`config.mk`:
```
export PLATFORM = sky130hd
export DESIGN_NAME = alu_instr_encoder
export DESIGN_NICKNAME = d
export VERILOG_FILES = /design/src/rtl/alu_instr_encoder.sv
export SDC_FILE = /design/constraint.sdc
export NUM_CORES = 1
export LEC_CHECK = 0
export CORE_MARGIN = 2
export CORE_UTILIZATION = 59
export CTS_BUF_LIST = sky130_fd_sc_hd__clkbuf_2 sky130_fd_sc_hd__clkbuf_4 sky130_fd_sc_hd__clkbuf_8
export CTS_CLUSTER_DIAMETER = 120
export DETAILED_ROUTE_END_ITERATION = 10
export PLACE_DENSITY = 0.87
export SLEW_MARGIN = 20
export SYNTH_ARGS = -nofsm -noshare
export SYNTH_HDL_FRONTEND = slang
export SYNTH_SLANG_ARGS = --single-unit
```
`constraint.sdc`:
```
create_clock -name clk -period 3.95 [get_ports clk]
set_clock_uncertainty 0.1 [all_clocks]
set_input_delay 0.9875 -clock clk [delete_from_list [all_inputs] [get_ports clk]]
set_output_delay 0.9875 -clock clk [all_outputs]
set_load 0.01 [all_outputs]
```
`src/rtl/alu_instr_encoder.sv`:
```
// Issue-side front end for the combinational ALU: queues operation requests, encodes them as
// MIPS instruction words, and returns the captured ALU result on a valid/ready response port.
module alu_instr_encoder #(
    parameter int unsigned DEPTH = 4,
    parameter int unsigned SEQ_W = 8
) (
    input  logic             clk,
    input  logic             rst,
    input  logic             req_valid,
    output logic             req_ready,
    input  logic [4:0]       req_op,
    input  logic             req_src_a,
    input  logic             req_src_b,
    input  logic [4:0]       req_shamt,
    input  logic [15:0]      req_imm,
    output logic [31:0]      alu_instr,
    input  logic [31:0]      alu_result,
    input  logic [2:0]       alu_flags,
    output logic             rsp_valid,
    input  logic             rsp_ready,
    output logic [31:0]      rsp_result,
    output logic [2:0]       rsp_flags,
    output logic             rsp_err,
    output logic [SEQ_W-1:0] rsp_seq,
    output logic             busy
);

    localparam int unsigned PW = $clog2(DEPTH);
    localparam logic [PW:0] PTR_ONE = (PW + 1)'(1);
    localparam logic [SEQ_W-1:0] SEQ_ONE = SEQ_W'(1);

    typedef enum logic [1:0] {StIdle, StExec, StResp} state_t;
    state_t state_q, state_d;

    logic [5:0]  code;
    logic        is_r, illegal, is_shift;
    logic [31:0] enc_instr;

    always_comb begin
        code    = 6'h00;
        illegal = 1'b0;
        case (req_op)
            5'd0:  code = 6'h20;
            5'd1:  code = 6'h21;
            5'd2:  code = 6'h22;
            5'd3:  code = 6'h23;
            5'd4:  code = 6'h24;
            5'd5:  code = 6'h25;
            5'd6:  code = 6'h27;
            5'd7:  code = 6'h26;
            5'd8:  code = 6'h2A;
            5'd9:  code = 6'h2B;
            5'd10: code = 6'h00;
            5'd11: code = 6'h04;
            5'd12: code = 6'h02;
            5'd13: code = 6'h06;
            5'd14: code = 6'h03;
            5'd15: code = 6'h07;
            5'd16: code = 6'h08;
            5'd17: code = 6'h09;
            5'd18: code = 6'h0C;
            5'd19: code = 6'h0D;
            5'd20: code = 6'h0E;
            5'd21: code = 6'h04;
            5'd22: code = 6'h05;
            5'd23: code = 6'h0A;
            5'd24: code = 6'h0B;
            5'd25: code = 6'h23;
            5'd26: code = 6'h2B;
            default: illegal = 1'b1;
        endcase
        is_r     = (req_op < 5'd16);
        is_shift = (req_op >= 5'd10) && (req_op <= 5'd15);
        if (illegal) begin
            enc_instr = 32'h0;
        end else if (is_r) begin
            enc_instr = {6'h00, 4'h0, req_src_a, 4'h0, req_src_b, 5'h00,
                         is_shift ? req_shamt : 5'h00, code};
        end else begin
            enc_instr = {code, 4'h0, req_src_a, 4'h0, req_src_b, req_imm};
        end
    end

    // Entries are stored pre-encoded along with their legality and sequence tag.
    logic [31:0]      mem_instr [DEPTH];
    logic             mem_err   [DEPTH];
    logic [SEQ_W-1:0] mem_seq   [DEPTH];
    logic [PW:0]      wr_ptr_q, rd_ptr_q;
    logic [SEQ_W-1:0] seq_q;
    logic             empty, full, push, pop;
    logic [31:0]      head_instr;
    logic             head_err;
    logic [SEQ_W-1:0] head_seq;

    assign empty      = (wr_ptr_q == rd_ptr_q);
    assign full       = (wr_ptr_q[PW] != rd_ptr_q[PW]) &&
                        (wr_ptr_q[PW-1:0] == rd_ptr_q[PW-1:0]);
    assign req_ready  = !full;
    assign push       = req_valid && !full;
    assign head_instr = mem_instr[rd_ptr_q[PW-1:0]];
    assign head_err   = mem_err[rd_ptr_q[PW-1:0]];
    assign head_seq   = mem_seq[rd_ptr_q[PW-1:0]];
    assign rsp_valid  = (state_q == StResp);
    assign busy       = !empty || (state_q != StIdle);

    always_comb begin
        state_d = state_q;
        pop     = 1'b0;
        case (state_q)
            StIdle: begin
                if (!empty) begin
                    pop     = 1'b1;
                    state_d = head_err ? StResp : StExec;
                end
            end
            StExec: state_d = StResp;
            StResp: begin
                if (rsp_ready) begin
                    if (!empty) begin
                        pop     = 1'b1;
                        state_d = head_err ? StResp : StExec;
                    end else begin
                        state_d = StIdle;
                    end
                end
            end
            default: state_d = StIdle;
        endcase
    end

    always_ff @(posedge clk) begin
        if (push) begin
            mem_instr[wr_ptr_q[PW-1:0]] <= enc_instr;
            mem_err[wr_ptr_q[PW-1:0]]   <= illegal;
            mem_seq[wr_ptr_q[PW-1:0]]   <= seq_q;
        end
    end

    always_ff @(posedge clk) begin
        if (rst) begin
            state_q    <= StIdle;
            wr_ptr_q   <= '0;
            rd_ptr_q   <= '0;
            seq_q      <= '0;
            alu_instr  <= 32'h0;
            rsp_result <= 32'h0;
            rsp_flags  <= 3'h0;
            rsp_err    <= 1'b0;
            rsp_seq    <= '0;
        end else begin
            state_q <= state_d;
            if (push) begin
                wr_ptr_q <= wr_ptr_q + PTR_ONE;
                seq_q    <= seq_q + SEQ_ONE;
            end
            if (pop) begin
                rd_ptr_q <= rd_ptr_q + PTR_ONE;
                rsp_seq  <= head_seq;
                // Illegal ops leave the ALU instruction untouched and respond immediately.
                if (head_err) begin
                    rsp_err    <= 1'b1;
                    rsp_result <= 32'h0;
                    rsp_flags  <= 3'h0;
                end else begin
                    alu_instr <= head_instr;
                end
            end
            if (state_q == StExec) begin
                rsp_result <= alu_result;
                rsp_flags  <= alu_flags;
                rsp_err    <= 1'b0;
            end
        end
    end

endmodule

```
==> results of run 1 <==
## flip-flops by register name, indices dropped and copies added, names as in the netlist, named ones only
name,flops
wr_ptr_q,3
rsp_seq,8
mem_err,4
mem_instr,92
seq_q,8
rsp_flags,3
rsp_err,1
rsp_result,32
rd_ptr_q,3
state_q,2
alu_instr,23
mem_seq,32
## layout make-up
class	instances	area share, %
inverters	9	0.316
repair buffers	148	13.6
clock buffers	46	5.51
clock inverters	16	0.643
multi-input cells	380	25.9
well taps	184	2.15
flip-flops and latches	213	51.8
## worst max path at each step
stage | startpoint | end | slack (ns) | cells past startpoint
detailed placement | req_op[4] | mem_instr[3][28] | 0.83 | 3
CTS | wr_ptr_q[1] | req_ready | 0.58 | 4
global route | wr_ptr_q[1] | req_ready | 0.46 | 4
global placement | req_op[3] | mem_instr[0][6] | 0.94 | 3
finish | wr_ptr_q[1] | req_ready | 0.60 | 4
floorplan | req_valid | mem_err[3] | 1.32 | 3
## cells in the mapped netlist (5+ instances only)
master	instances	share of area, %
and2_1	9	0.65
nand3_1	29	1.7
nor2_1	15	0.65
inv_1	9	0.39
a211oi_1	35	3.1
a21oi_1	82	4.8
dfxtp_1	85	20
ha_1	6	0.87
mux4_2	32	8.4
nand2_1	63	2.7
buf_2	8	0.47
clkbuf_1	29	1.3
o21ai_0	29	1.7
edfxtp_1	128	45
nor2b_1	7	0.51
a22o_1	5	0.51
buf_4	12	1.0
## tightest hold or removal path: cells and delay by family (launching register included)
| kind | cells | cell delay, ns |
|---|---|---|
| flops | 1 | 0.30 |
| compound gates | 1 | 0.05 |
| simple gates | 1 | 0.05 |
## cell usage in the layout (no fill, tap or decap), types with 3 or more instances in the layout
cell and instances:
xor2_1 4, conb_1 9, xnor2_1 4, nor2_1 15, buf_4 11, and3_1 3, clkdlybuf4s50_1 135, ha_1 6
clkinv_1 11, edfxtp_1 128, a211oi_1 35, nor3_1 4, a22o_1 5, and2_1 9, a21oi_1 82, clkbuf_8 39
o21ai_0 29, clkbuf_4 7, dfxtp_1 84, nand3_1 29, inv_1 9, nor2b_1 7, mux4_2 32, o311ai_0 3
nand2_1 63, clkinv_2 4
## cell families (layout without fill, tap and decap cells)
| kind of cell | after synthesis | after routing | synth area share [%] |
|---|---|---|---|
| flip-flops | 213 | 213 | 64.4 |
| AO/OA/AOI/OAI | 175 | 175 | 12.7 |
| AND/OR/NAND/NOR | 144 | 144 | 7.86 |
| buffers and inverters | 63 | 219 | 3.74 |
| multiplexers | 35 | 35 | 8.74 |
| XOR/XNOR | 11 | 11 | 1.64 |
| adder cells (fa/ha/maj) | 6 | 6 | 0.872 |
| other | 1 | 9 | 0.0436 |
## metal layers
metal  track usage (%)  vias up  share of wire, %
met4              9.52        0               1.9
met3              5.46       32               8.1
met1              33.2     2867                40
met5                 0        -                 0
met2              42.3      298                50
li1                  -     2712                 -
## per-stage QoR
stage          total power [uW]  setup WS [ns]  std cells
2_1_floorplan              4070           1.32        656
3_3_place_gp               4680          0.938        934
3_5_place_dp               4770          0.828        934
4_1_cts                    6560          0.576        996
5_1_grt                    6820          0.461        996
6_report                   6520          0.596        996
## report_power, final
group          leakage (uW)  internal [uW]  switching, uW
logic               0.00129            856           1090
clock network      0.000346            971            808
registers           0.00189           2640            158
total               0.00353           4460           2060
==> impl_metrics.prom, run 1 <==
# TYPE chip_impl_metric gauge
chip_impl_info{name="rsz_0062_raised_after_global_routing",value="false"} 1
chip_impl_metric{name="max_slew.worst_pin.slew",unit="ns"} 0.905
chip_impl_metric{name="global_route_wire_length_before_repair",unit="mm"} 31.3
chip_impl_metric{name="final_core_area_utilization",unit="%"} 74.5
chip_impl_metric{name="clock_sink_count",unit=""} 213
chip_impl_metric{name="route.vias.total",unit=""} 5909
chip_impl_metric{name="ys_warn_count",unit=""} 0
chip_impl_metric{name="power_density",unit="mW/mm^2"} 609
chip_impl_metric{name="layout.filler_cells",unit=""} 863
chip_impl_metric{name="starting_density",unit="%"} 59.9
chip_impl_metric{name="grt_max_degree",unit=""} 44
chip_impl_metric{name="slew_limit_headroom",unit="%"} 38.1
chip_impl_info{name="run_status",value="finished, final reports clean"} 1
chip_impl_metric{name="synth.cell_area",unit="sq mm"} 0.00861
chip_impl_metric{name="floorplan.die.width",unit="um"} 125
chip_impl_metric{name="hold_path_depth",unit=""} 2
chip_impl_metric{name="grt_pass1_vias",unit=""} 6072
chip_impl_metric{name="drt_pre_antenna_iters",unit=""} 5
chip_impl_metric{name="hold_ws",unit="ns"} 0.357
chip_impl_metric{name="cts.repair_timing.setup_buffer_count",unit=""} 0
chip_impl_info{name="min-delay-start",value="rsp_seq[3]"} 1
chip_impl_info{name="worstPathCellList",value="xor2_4, nor3_2, inv_1, clkdlybuf4s50_1"} 1
chip_impl_info{name="rr_startpoint",value="wr_ptr_q[1]"} 1
chip_impl_metric{name="leakage",unit="uW"} 0.00353
chip_impl_metric{name="port_buffer_count",unit=""} 136
chip_impl_metric{name="avgRoutedWirePerCell",unit="um"} 19.8
chip_impl_metric{name="cp.arrival",unit="ns"} 2.27
chip_impl_metric{name="finalSetupTns",unit="ns"} 0
chip_impl_metric{name="multiInputGateArea",unit="sq mm"} 0.00278
chip_impl_metric{name="report.final.slew_viol_count",unit=""} 0
chip_impl_info{name="setup.worst_path.end_class",value="output pin"} 1
chip_impl_metric{name="fp.coreArea",unit="sq mm"} 0.0144
chip_impl_metric{name="path_clk_slew",unit="ns"} 0.06
chip_impl_metric{name="antenna_cells_inserted",unit=""} 0
chip_impl_metric{name="detail_route.drc_violations",unit=""} 0
chip_impl_metric{name="postCtsResizedCells",unit=""} 0
chip_impl_metric{name="layout.nets",unit=""} 859
chip_impl_metric{name="sequential_area_share_after_synthesis",unit="%"} 64.4
chip_impl_info{name="worstSetupPathType",value="reg2out"} 1
chip_impl_metric{name="clock_latency",unit="ns"} 0.49
chip_impl_metric{name="fp.dieArea",unit="sq mm"} 0.0156
chip_impl_info{name="min-delay-path-class",value="reg2reg"} 1
chip_impl_info{name="crit_path_start_kind",value="flop"} 1
chip_impl_metric{name="place_hpwl",unit="mm"} 12.0
chip_impl_metric{name="detailed_place.area",unit="sq mm"} 0.0100
chip_impl_metric{name="ctsHoldBuffers",unit=""} 0
chip_impl_info{name="dominant_delay_contributor_by_cell_family_on_the_critical_path",value="buffers and inverters"} 1
chip_impl_metric{name="final_hold_viol_count",unit=""} 0
chip_impl_metric{name="setup-violations-final",unit=""} 0
chip_impl_info{name="clock_tree_from_tritoncts",value="yes"} 1
chip_impl_metric{name="cts_buffer_depth",unit=""} 3
chip_impl_info{name="synth_ff_type",value="edfxtp_1"} 1
chip_impl_metric{name="postSynthCellCount",unit=""} 648
chip_impl_metric{name="synth.lib_cells_used.distinct",unit=""} 57
chip_impl_metric{name="number_of_antenna_violations_at_the_first_check_in_global_routing",unit=""} 0
chip_impl_metric{name="post_synth_arst_share",unit="%"} 0
chip_impl_metric{name="yosys_register_bits",unit=""} 213
chip_impl_metric{name="boundaryPins",unit=""} 146
chip_impl_metric{name="critical_path.max_fanout",unit=""} 9
chip_impl_metric{name="avgSynthCellArea",unit="sq um"} 13.3
chip_impl_metric{name="layout-area-overhead-vs-synth",unit="%"} 24.3
chip_impl_metric{name="final_period_demand_of_the_worst_path",unit="ns"} 3.35
chip_impl_metric{name="critical_path.max_stage_delay",unit="ns"} 0.59
chip_impl_metric{name="rrSetupSlack",unit="ns"} 1.62
chip_impl_metric{name="layout.cell_area.non_filler",unit="sq mm"} 0.0107
chip_impl_metric{name="core.rowCount",unit=""} 44
chip_impl_info{name="whs_endpoint",value="rsp_seq[3]"} 1
chip_impl_metric{name="cts-buffers-inserted",unit=""} 34
chip_impl_info{name="crit_path_top_delay_cell",value="clkdlybuf4s50_1"} 1
chip_impl_info{name="worstReg2RegEnd",value="mem_instr[2][28]"} 1
chip_impl_metric{name="drive_above_1_share",unit="%"} 13.8
chip_impl_metric{name="post-route-period-util",unit="%"} 84.9
chip_impl_metric{name="seqCellArea",unit="sq mm"} 0.00555
chip_impl_metric{name="ant_nets",unit=""} 0
chip_impl_metric{name="htree_num_levels",unit=""} 2
chip_impl_info{name="cts_root_buffer",value="clkbuf_8"} 1
chip_impl_metric{name="crit_required",unit="ns"} 2.86
chip_impl_metric{name="cp_num_buf_inv",unit=""} 2
chip_impl_metric{name="worstRegToRegCells",unit=""} 5
chip_impl_metric{name="vias_per_cell",unit=""} 5.93
chip_impl_metric{name="grt-ovfl-total",unit=""} 0
chip_impl_metric{name="fmax",unit="MHz"} 298
chip_impl_metric{name="initialDrtViolationCount",unit=""} 458
chip_impl_metric{name="vdd_drop_max",unit="V"} 0.000345
chip_impl_metric{name="drt-total-wl",unit="mm"} 19.7
chip_impl_metric{name="grt_usage",unit="%"} 25.4
chip_impl_metric{name="fp.dieH",unit="um"} 125
chip_impl_metric{name="place_congestion",unit=""} 0.869
chip_impl_metric{name="number_of_max_capacitance_violations_reported",unit=""} 0
chip_impl_metric{name="number_of_synthesized_flops_with_an_enable_pin",unit=""} 128
Power figures use the tool's default switching activity.
==> run 2, diff against run 1 <==
--- a/config.mk
+++ b/config.mk
@@ -6,11 +6,11 @@
 export NUM_CORES = 1
 export LEC_CHECK = 0
 export CORE_MARGIN = 2
-export CORE_UTILIZATION = 59
+export CORE_UTILIZATION = 55
 export CTS_BUF_LIST = sky130_fd_sc_hd__clkbuf_2 sky130_fd_sc_hd__clkbuf_4 sky130_fd_sc_hd__clkbuf_8
 export CTS_CLUSTER_DIAMETER = 120
 export DETAILED_ROUTE_END_ITERATION = 10
-export PLACE_DENSITY = 0.87
+export PLACE_DENSITY = 0.82
 export SLEW_MARGIN = 20
 export SYNTH_ARGS = -nofsm -noshare
 export SYNTH_HDL_FRONTEND = slang
==> constraint.sdc (replaced) <==
create_clock -name clk -period 3.1 [get_ports clk]
set_clock_uncertainty 0.1 [all_clocks]
set_input_delay 0.775 -clock clk [delete_from_list [all_inputs] [get_ports clk]]
set_output_delay 0.775 -clock clk [all_outputs]
set_load 0.01 [all_outputs]
==> impl_metrics.prom, run 2 (synthesized netlist as in run 1, its figures left out) <==
# TYPE chip_impl_metric gauge
chip_impl_metric{name="worstRegToRegCells",unit=""} 5
chip_impl_metric{name="place_congestion",unit=""} 0.900
chip_impl_metric{name="fp.dieArea",unit="sq mm"} 0.0167
chip_impl_metric{name="report.final.slew_viol_count",unit=""} 0
chip_impl_metric{name="vdd_drop_max",unit="V"} 0.000411
chip_impl_metric{name="drt-total-wl",unit="mm"} 18.9
chip_impl_metric{name="ant_nets",unit=""} 0
chip_impl_info{name="worst_setup_path_startpoint",value="rd_ptr_q[2]"} 1
chip_impl_metric{name="finalSetupTns",unit="ns"} 0
chip_impl_metric{name="fp.coreArea",unit="sq mm"} 0.0153
chip_impl_info{name="run_status",value="finished, final reports clean"} 1
chip_impl_metric{name="drt_pre_antenna_iters",unit=""} 5
chip_impl_info{name="layout.cells.most_common_list",value="clkdlybuf4s50_1 (135), edfxtp_1 (128), dfxtp_1 (84)"} 1
chip_impl_metric{name="avgRoutedWirePerCell",unit="um"} 18.3
chip_impl_metric{name="drive_above_1_share",unit="%"} 15.6
chip_impl_metric{name="final_core_area_utilization",unit="%"} 71.4
chip_impl_metric{name="fmax",unit="MHz"} 331
chip_impl_metric{name="grt_max_degree",unit=""} 38
chip_impl_metric{name="dr_wl_met2",unit="mm"} 9.47
chip_impl_metric{name="clock_latency",unit="ns"} 0.50
chip_impl_metric{name="post-route-period-util",unit="%"} 97.6
chip_impl_info{name="clock_tree_from_tritoncts",value="yes"} 1
chip_impl_info{name="highest_layer",value="met4"} 1
chip_impl_metric{name="starting_density",unit="%"} 56.4
chip_impl_metric{name="place_hpwl",unit="mm"} 11.6
chip_impl_metric{name="grt_usage",unit="%"} 22.2
chip_impl_metric{name="cp.arrival",unit="ns"} 2.15
chip_impl_metric{name="grt-ovfl-total",unit=""} 0
chip_impl_metric{name="global_route_wire_length_before_repair",unit="mm"} 28.8
chip_impl_info{name="min-delay-path-class",value="reg2reg"} 1
chip_impl_metric{name="grt_pass1_vias",unit=""} 5705
chip_impl_metric{name="hold_path_depth",unit=""} 2
chip_impl_metric{name="slew_limit_headroom",unit="%"} 48.5
chip_impl_metric{name="floorplan.die.width",unit="um"} 129
chip_impl_metric{name="final_period_demand_of_the_worst_path",unit="ns"} 3.03
chip_impl_metric{name="cts-buffers-inserted",unit=""} 34
chip_impl_metric{name="route.vias.total",unit=""} 5861
chip_impl_metric{name="fp.dieH",unit="um"} 129
chip_impl_metric{name="core.rowCount",unit=""} 45
chip_impl_metric{name="rrSetupSlack",unit="ns"} 0.93
chip_impl_info{name="setup.worst_path.end_class",value="output pin"} 1
chip_impl_metric{name="vias_per_cell",unit=""} 5.68
chip_impl_info{name="worstReg2RegEnd",value="rsp_result[3]"} 1
chip_impl_info{name="crit_path_start_kind",value="flop"} 1
chip_impl_metric{name="number_of_max_capacitance_violations_reported",unit=""} 0
chip_impl_metric{name="max_slew.worst_pin.slew",unit="ns"} 0.769
chip_impl_metric{name="crit_required",unit="ns"} 2.22
chip_impl_metric{name="power_density",unit="mW/mm^2"} 774
chip_impl_metric{name="non_filler_instance_count_after_layout",unit=""} 1032
chip_impl_metric{name="htree_num_levels",unit=""} 2
chip_impl_metric{name="largest_reg_flops",unit=""} 92
chip_impl_metric{name="ctsHoldBuffers",unit=""} 0
chip_impl_metric{name="final_hold_viol_count",unit=""} 0
chip_impl_metric{name="critical_path.max_fanout",unit=""} 8
chip_impl_metric{name="detail_route.drc_violations",unit=""} 0
chip_impl_metric{name="leakage",unit="uW"} 0.00361
chip_impl_metric{name="port_buffer_count",unit=""} 136
chip_impl_metric{name="antenna_cells_inserted",unit=""} 0
chip_impl_info{name="layout.cells.most_common",value="clkdlybuf4s50_1"} 1
chip_impl_metric{name="place_inst",unit=""} 969
chip_impl_metric{name="setup-violations-final",unit=""} 0
chip_impl_info{name="min-delay-start",value="rsp_seq[0]"} 1
chip_impl_metric{name="boundaryPins",unit=""} 146
chip_impl_metric{name="clock_sink_count",unit=""} 213
chip_impl_info{name="cts_root_buffer",value="clkbuf_8"} 1
chip_impl_metric{name="cts_buffer_depth",unit=""} 3
chip_impl_metric{name="path_clk_slew",unit="ns"} 0.06
chip_impl_metric{name="layout-area-overhead-vs-synth",unit="%"} 26.6
chip_impl_metric{name="initialDrtViolationCount",unit=""} 353
chip_impl_info{name="rsz_0062_raised_after_global_routing",value="false"} 1
chip_impl_info{name="whs_endpoint",value="rsp_seq[0]"} 1
chip_impl_metric{name="route.layer.met1.wl",unit="mm"} 7.53
chip_impl_metric{name="detailroute.wirelength.met3",unit="mm"} 1.46
chip_impl_metric{name="number_of_antenna_violations_at_the_first_check_in_global_routing",unit=""} 0
chip_impl_metric{name="layout.nets",unit=""} 868
chip_impl_info{name="worstSetupPathType",value="reg2out"} 1
[run 2: cell types whose count changed in the layout (fill, tap and decap cells not counted), moves of 2 or more]
cell / previous run / this run
clkinv_1: 11 / 5
buf_12: 1 / 5
clkbuf_4: 7 / 16
clkbuf_8: 39 / 37
buf_4: 11 / 16
[run 2: what timing repair did]
action                     in CTS  in global routing
buffers inserted                1                  0
setup endpoints to repair       1                  0
resized for setup               1                  0
[run 2: worst max-delay path, stage by stage, from the launching register on]
cell,delay [ns]
dfxtp_1,0.38
xnor2_2,0.33
nor3_2,0.11
inv_1,0.23
clkdlybuf4s50_1,0.60
[run 2: how the worst max path moves through the flow]
stage | to | cells past startpoint
after floorplan | mem_err[3] | 3
after global placement | mem_instr[0][9] | 4
after detailed placement | mem_instr[2][9] | 4
after CTS | req_ready | 4
after global routing | req_ready | 4
final | req_ready | 4
[run 2: per-layer routing]
metal	vias up	global-route usage [%]
met5	-	0
met4	0	8.44
met3	38	3.92
met2	267	38.6
met1	2816	28.2
li1	2740	-
[run 2: per-stage QoR]
step	hold slack [ns]	area, sq um	setup slack, ns	power (uW)
after floorplan	0.364	8640	0.679	5180
after global placement	0.349	10200	0.266	6020
after detailed placement	0.353	10200	0.175	6080
after CTS	0.361	10900	0.0676	8490
after global routing	0.384	10900	0.00328	8830
final	0.358	10900	0.0744	8440
[run 2: power breakdown]
| part | switching (uW) | internal (uW) | total, uW |
|---|---|---|---|
| Combinational | 1370 | 1120 | 2490 |
| Sequential | 200 | 3360 | 3560 |
| Clock | 1010 | 1370 | 2390 |
[run 2: area by class of cell]
type,count,area [sq um]
tap,211,264
inverter,9,33.8
fill,964,4360
clock buffer,53,629
sequential,213,5550
timing repair buffer,157,1580
clock inverter,9,63.8
multi-input combinational,380,2780
==> run 3, diff against run 2 <==
==> constraint.sdc (replaced) <==
create_clock -name clk -period 3.1 [get_ports clk]
set_clock_uncertainty 0.1 [all_clocks]
set_input_delay 0.31 -clock clk [delete_from_list [all_inputs] [get_ports clk]]
set_output_delay 0.31 -clock clk [all_outputs]
set_load 0.01 [all_outputs]
==> impl_metrics.prom, run 3 (synthesized netlist as in run 1, its figures left out) <==
# TYPE chip_impl_metric gauge
chip_impl_info{name="run_status",value="finished, final reports clean"} 1
chip_impl_metric{name="total_power",unit="uW"} 8580
chip_impl_metric{name="layout-area-overhead-vs-synth",unit="%"} 25.7
chip_impl_metric{name="avgRoutedWirePerCell",unit="um"} 19.2
chip_impl_metric{name="global_route_wire_length_before_repair",unit="mm"} 30.6
chip_impl_metric{name="cts.repair_timing.setup_buffer_count",unit=""} 0
chip_impl_metric{name="place_hpwl",unit="mm"} 12.3
chip_impl_metric{name="antenna_cells_inserted",unit=""} 0
chip_impl_metric{name="floorplan.die.width",unit="um"} 129
chip_impl_metric{name="switching_power",unit="uW"} 2640
chip_impl_metric{name="swShare",unit="%"} 30.8
chip_impl_info{name="rsz_0062_raised_after_global_routing",value="false"} 1
chip_impl_metric{name="layout.nets",unit=""} 862
chip_impl_info{name="layout.cells.most_common",value="clkdlybuf4s50_1"} 1
chip_impl_metric{name="vdd_drop_max",unit="V"} 0.000361
chip_impl_metric{name="grt_pass1_vias",unit=""} 5971
chip_impl_metric{name="share_seq_of_total_power",unit="%"} 41.5
chip_impl_metric{name="drt_pre_antenna_iters",unit=""} 5
chip_impl_metric{name="power.share.combinational",unit="%"} 29.0
chip_impl_metric{name="drive_above_1_share",unit="%"} 14.9
chip_impl_metric{name="cts-buffers-inserted",unit=""} 35
chip_impl_metric{name="grt_usage",unit="%"} 23.6
chip_impl_info{name="layout.cells.most_common_list",value="clkdlybuf4s50_1 (135), edfxtp_1 (128), dfxtp_1 (84)"} 1
chip_impl_metric{name="cp.arrival",unit="ns"} 2.29
chip_impl_metric{name="final_period_demand_of_the_worst_path",unit="ns"} 2.70
chip_impl_metric{name="final_hold_viol_count",unit=""} 0
chip_impl_metric{name="postCtsResizedCells",unit=""} 0
chip_impl_metric{name="route.vias.total",unit=""} 5993
chip_impl_metric{name="leakage",unit="uW"} 0.00358
chip_impl_info{name="worstPathCellList",value="xnor2_1, nor3_2, inv_1, clkdlybuf4s50_1"} 1
chip_impl_metric{name="grt-ovfl-total",unit=""} 0
chip_impl_metric{name="clockPowerShare",unit="%"} 29.6
chip_impl_info{name="min-delay-path-class",value="in2reg"} 1
chip_impl_metric{name="seqCellArea",unit="sq mm"} 0.00555
chip_impl_info{name="setup.worst_path.end_class",value="output pin"} 1
chip_impl_metric{name="layout.filler_cells",unit=""} 989
chip_impl_metric{name="critical_path.max_fanout",unit=""} 8
chip_impl_metric{name="slew_limit_headroom",unit="%"} 38.6
chip_impl_metric{name="fp.dieArea",unit="sq mm"} 0.0167
chip_impl_metric{name="finalSetupTns",unit="ns"} 0
chip_impl_metric{name="largest_reg_flops",unit=""} 92
chip_impl_metric{name="clock_latency",unit="ns"} 0.50
chip_impl_metric{name="cts_buffer_depth",unit=""} 3
chip_impl_metric{name="postLayoutSetupSlackWorst",unit="ns"} 0.399
chip_impl_metric{name="critical_path.max_stage_delay",unit="ns"} 0.59
chip_impl_metric{name="max_slew.worst_pin.slew",unit="ns"} 0.898
chip_impl_metric{name="detail_route.drc_violations",unit=""} 0
chip_impl_metric{name="number_of_max_capacitance_violations_reported",unit=""} 0
chip_impl_metric{name="setup-violations-final",unit=""} 0
chip_impl_metric{name="boundaryPins",unit=""} 146
chip_impl_info{name="clock_tree_from_tritoncts",value="yes"} 1
chip_impl_metric{name="grt_max_degree",unit=""} 42
chip_impl_metric{name="crit_required",unit="ns"} 2.69
chip_impl_metric{name="post-route-period-util",unit="%"} 87.1
chip_impl_metric{name="drt-total-wl",unit="mm"} 19.6
chip_impl_metric{name="core.rowCount",unit=""} 45
chip_impl_metric{name="multiInputGateArea",unit="sq mm"} 0.00278
chip_impl_metric{name="ant_nets",unit=""} 0
chip_impl_metric{name="fmax",unit="MHz"} 370
chip_impl_info{name="crit_path_start_kind",value="flop"} 1
chip_impl_info{name="cts_root_buffer",value="clkbuf_8"} 1
chip_impl_metric{name="power.internal",unit="uW"} 5940
chip_impl_metric{name="path_clk_slew",unit="ns"} 0.06
chip_impl_metric{name="vias_per_cell",unit=""} 5.85
chip_impl_metric{name="initialDrtViolationCount",unit=""} 435
chip_impl_metric{name="number_of_antenna_violations_at_the_first_check_in_global_routing",unit=""} 0
chip_impl_metric{name="report.final.slew_viol_count",unit=""} 0
chip_impl_metric{name="ctsHoldBuffers",unit=""} 0
chip_impl_metric{name="clock_sink_count",unit=""} 213
chip_impl_metric{name="starting_density",unit="%"} 56.4
chip_impl_metric{name="pre_cts_ws",unit="ns"} 0.629
chip_impl_info{name="crit_path_top_delay_cell",value="clkdlybuf4s50_1"} 1
chip_impl_metric{name="fp.dieH",unit="um"} 129
chip_impl_metric{name="power_density",unit="mW/mm^2"} 793
chip_impl_metric{name="place_congestion",unit=""} 0.919
chip_impl_metric{name="fp.coreArea",unit="sq mm"} 0.0153
chip_impl_metric{name="htree_num_levels",unit=""} 2
chip_impl_info{name="worstSetupPathType",value="reg2out"} 1
chip_impl_metric{name="port_buffer_count",unit=""} 136
-- run 3: changes by cell type in the layout (fill, tap and decap cells not counted), moves of 2 or more --
cell      previous run  this run
clkbuf_4            16        10
buf_12               5         0
clkinv_1             5         3
clkinv_2             3         5
buf_4               16        14
clkbuf_8            37        41
-- run 3: area by class of cell --
type	instances	area share (%)
clock buffer	51	5.91
clock inverter	10	0.891
inverter	9	0.312
multi-input combinational	380	25.7
sequential	213	51.3
tap	211	2.44
timing repair buffer	150	13.5
-- run 3: path summary, 6_finish.rpt --
kind | from | endpoint | cells past startpoint | slack [ns]
setup reg to reg | rd_ptr_q[2] | mem_seq[0][1] | 5 | 0.78
hold / removal | alu_result[11] | rsp_result[11] | 3 | 0.32
hold reg to reg | rsp_seq[7] | rsp_seq[7] | 2 | 0.36
setup / recovery | rd_ptr_q[2] | req_ready | 4 | 0.40
-- run 3: metrics by stage --
step | area (sq um) | hold WS, ns | utilization (%) | std cells
final | 10800 | 0.323 | 70.9 | 1024
after global placement | 10100 | 0.348 | 66.1 | 963
after CTS | 10800 | 0.300 | 70.9 | 1024
after detailed placement | 10100 | 0.352 | 66.1 | 963
after global routing | 10800 | 0.299 | 70.9 | 1024
after floorplan | 8640 | 0.352 | - | 656
-- run 3: critical path: cells and delay by family, from the launching register on --
kind | cells | cell delay [ns]
xor+xnor | 1 | 0.51
buf+inv | 2 | 0.80
flops | 1 | 0.36
simple gates | 1 | 0.14
-- run 3: power groups by stage --
stage	sequential, uW	combinational (uW)	clock, uW
after floorplan	3650	1530	0
after global placement	3590	2410	0
after detailed placement	3610	2470	0
after CTS	3560	2500	2580
after global routing	3590	2690	2710
final	3560	2490	2540
-- run 3: metal layers --
| metal | GRT usage [%] | up-vias | wire length, um |
|---|---|---|---|
| met3 | 4.58 | 55 | 1620 |
| met4 | 9.46 | 0 | 565 |
| met2 | 41.7 | 339 | 9940 |
| li1 | - | 2710 | - |
| met5 | 0 | - | 0 |
| met1 | 28.8 | 2889 | 7490 |
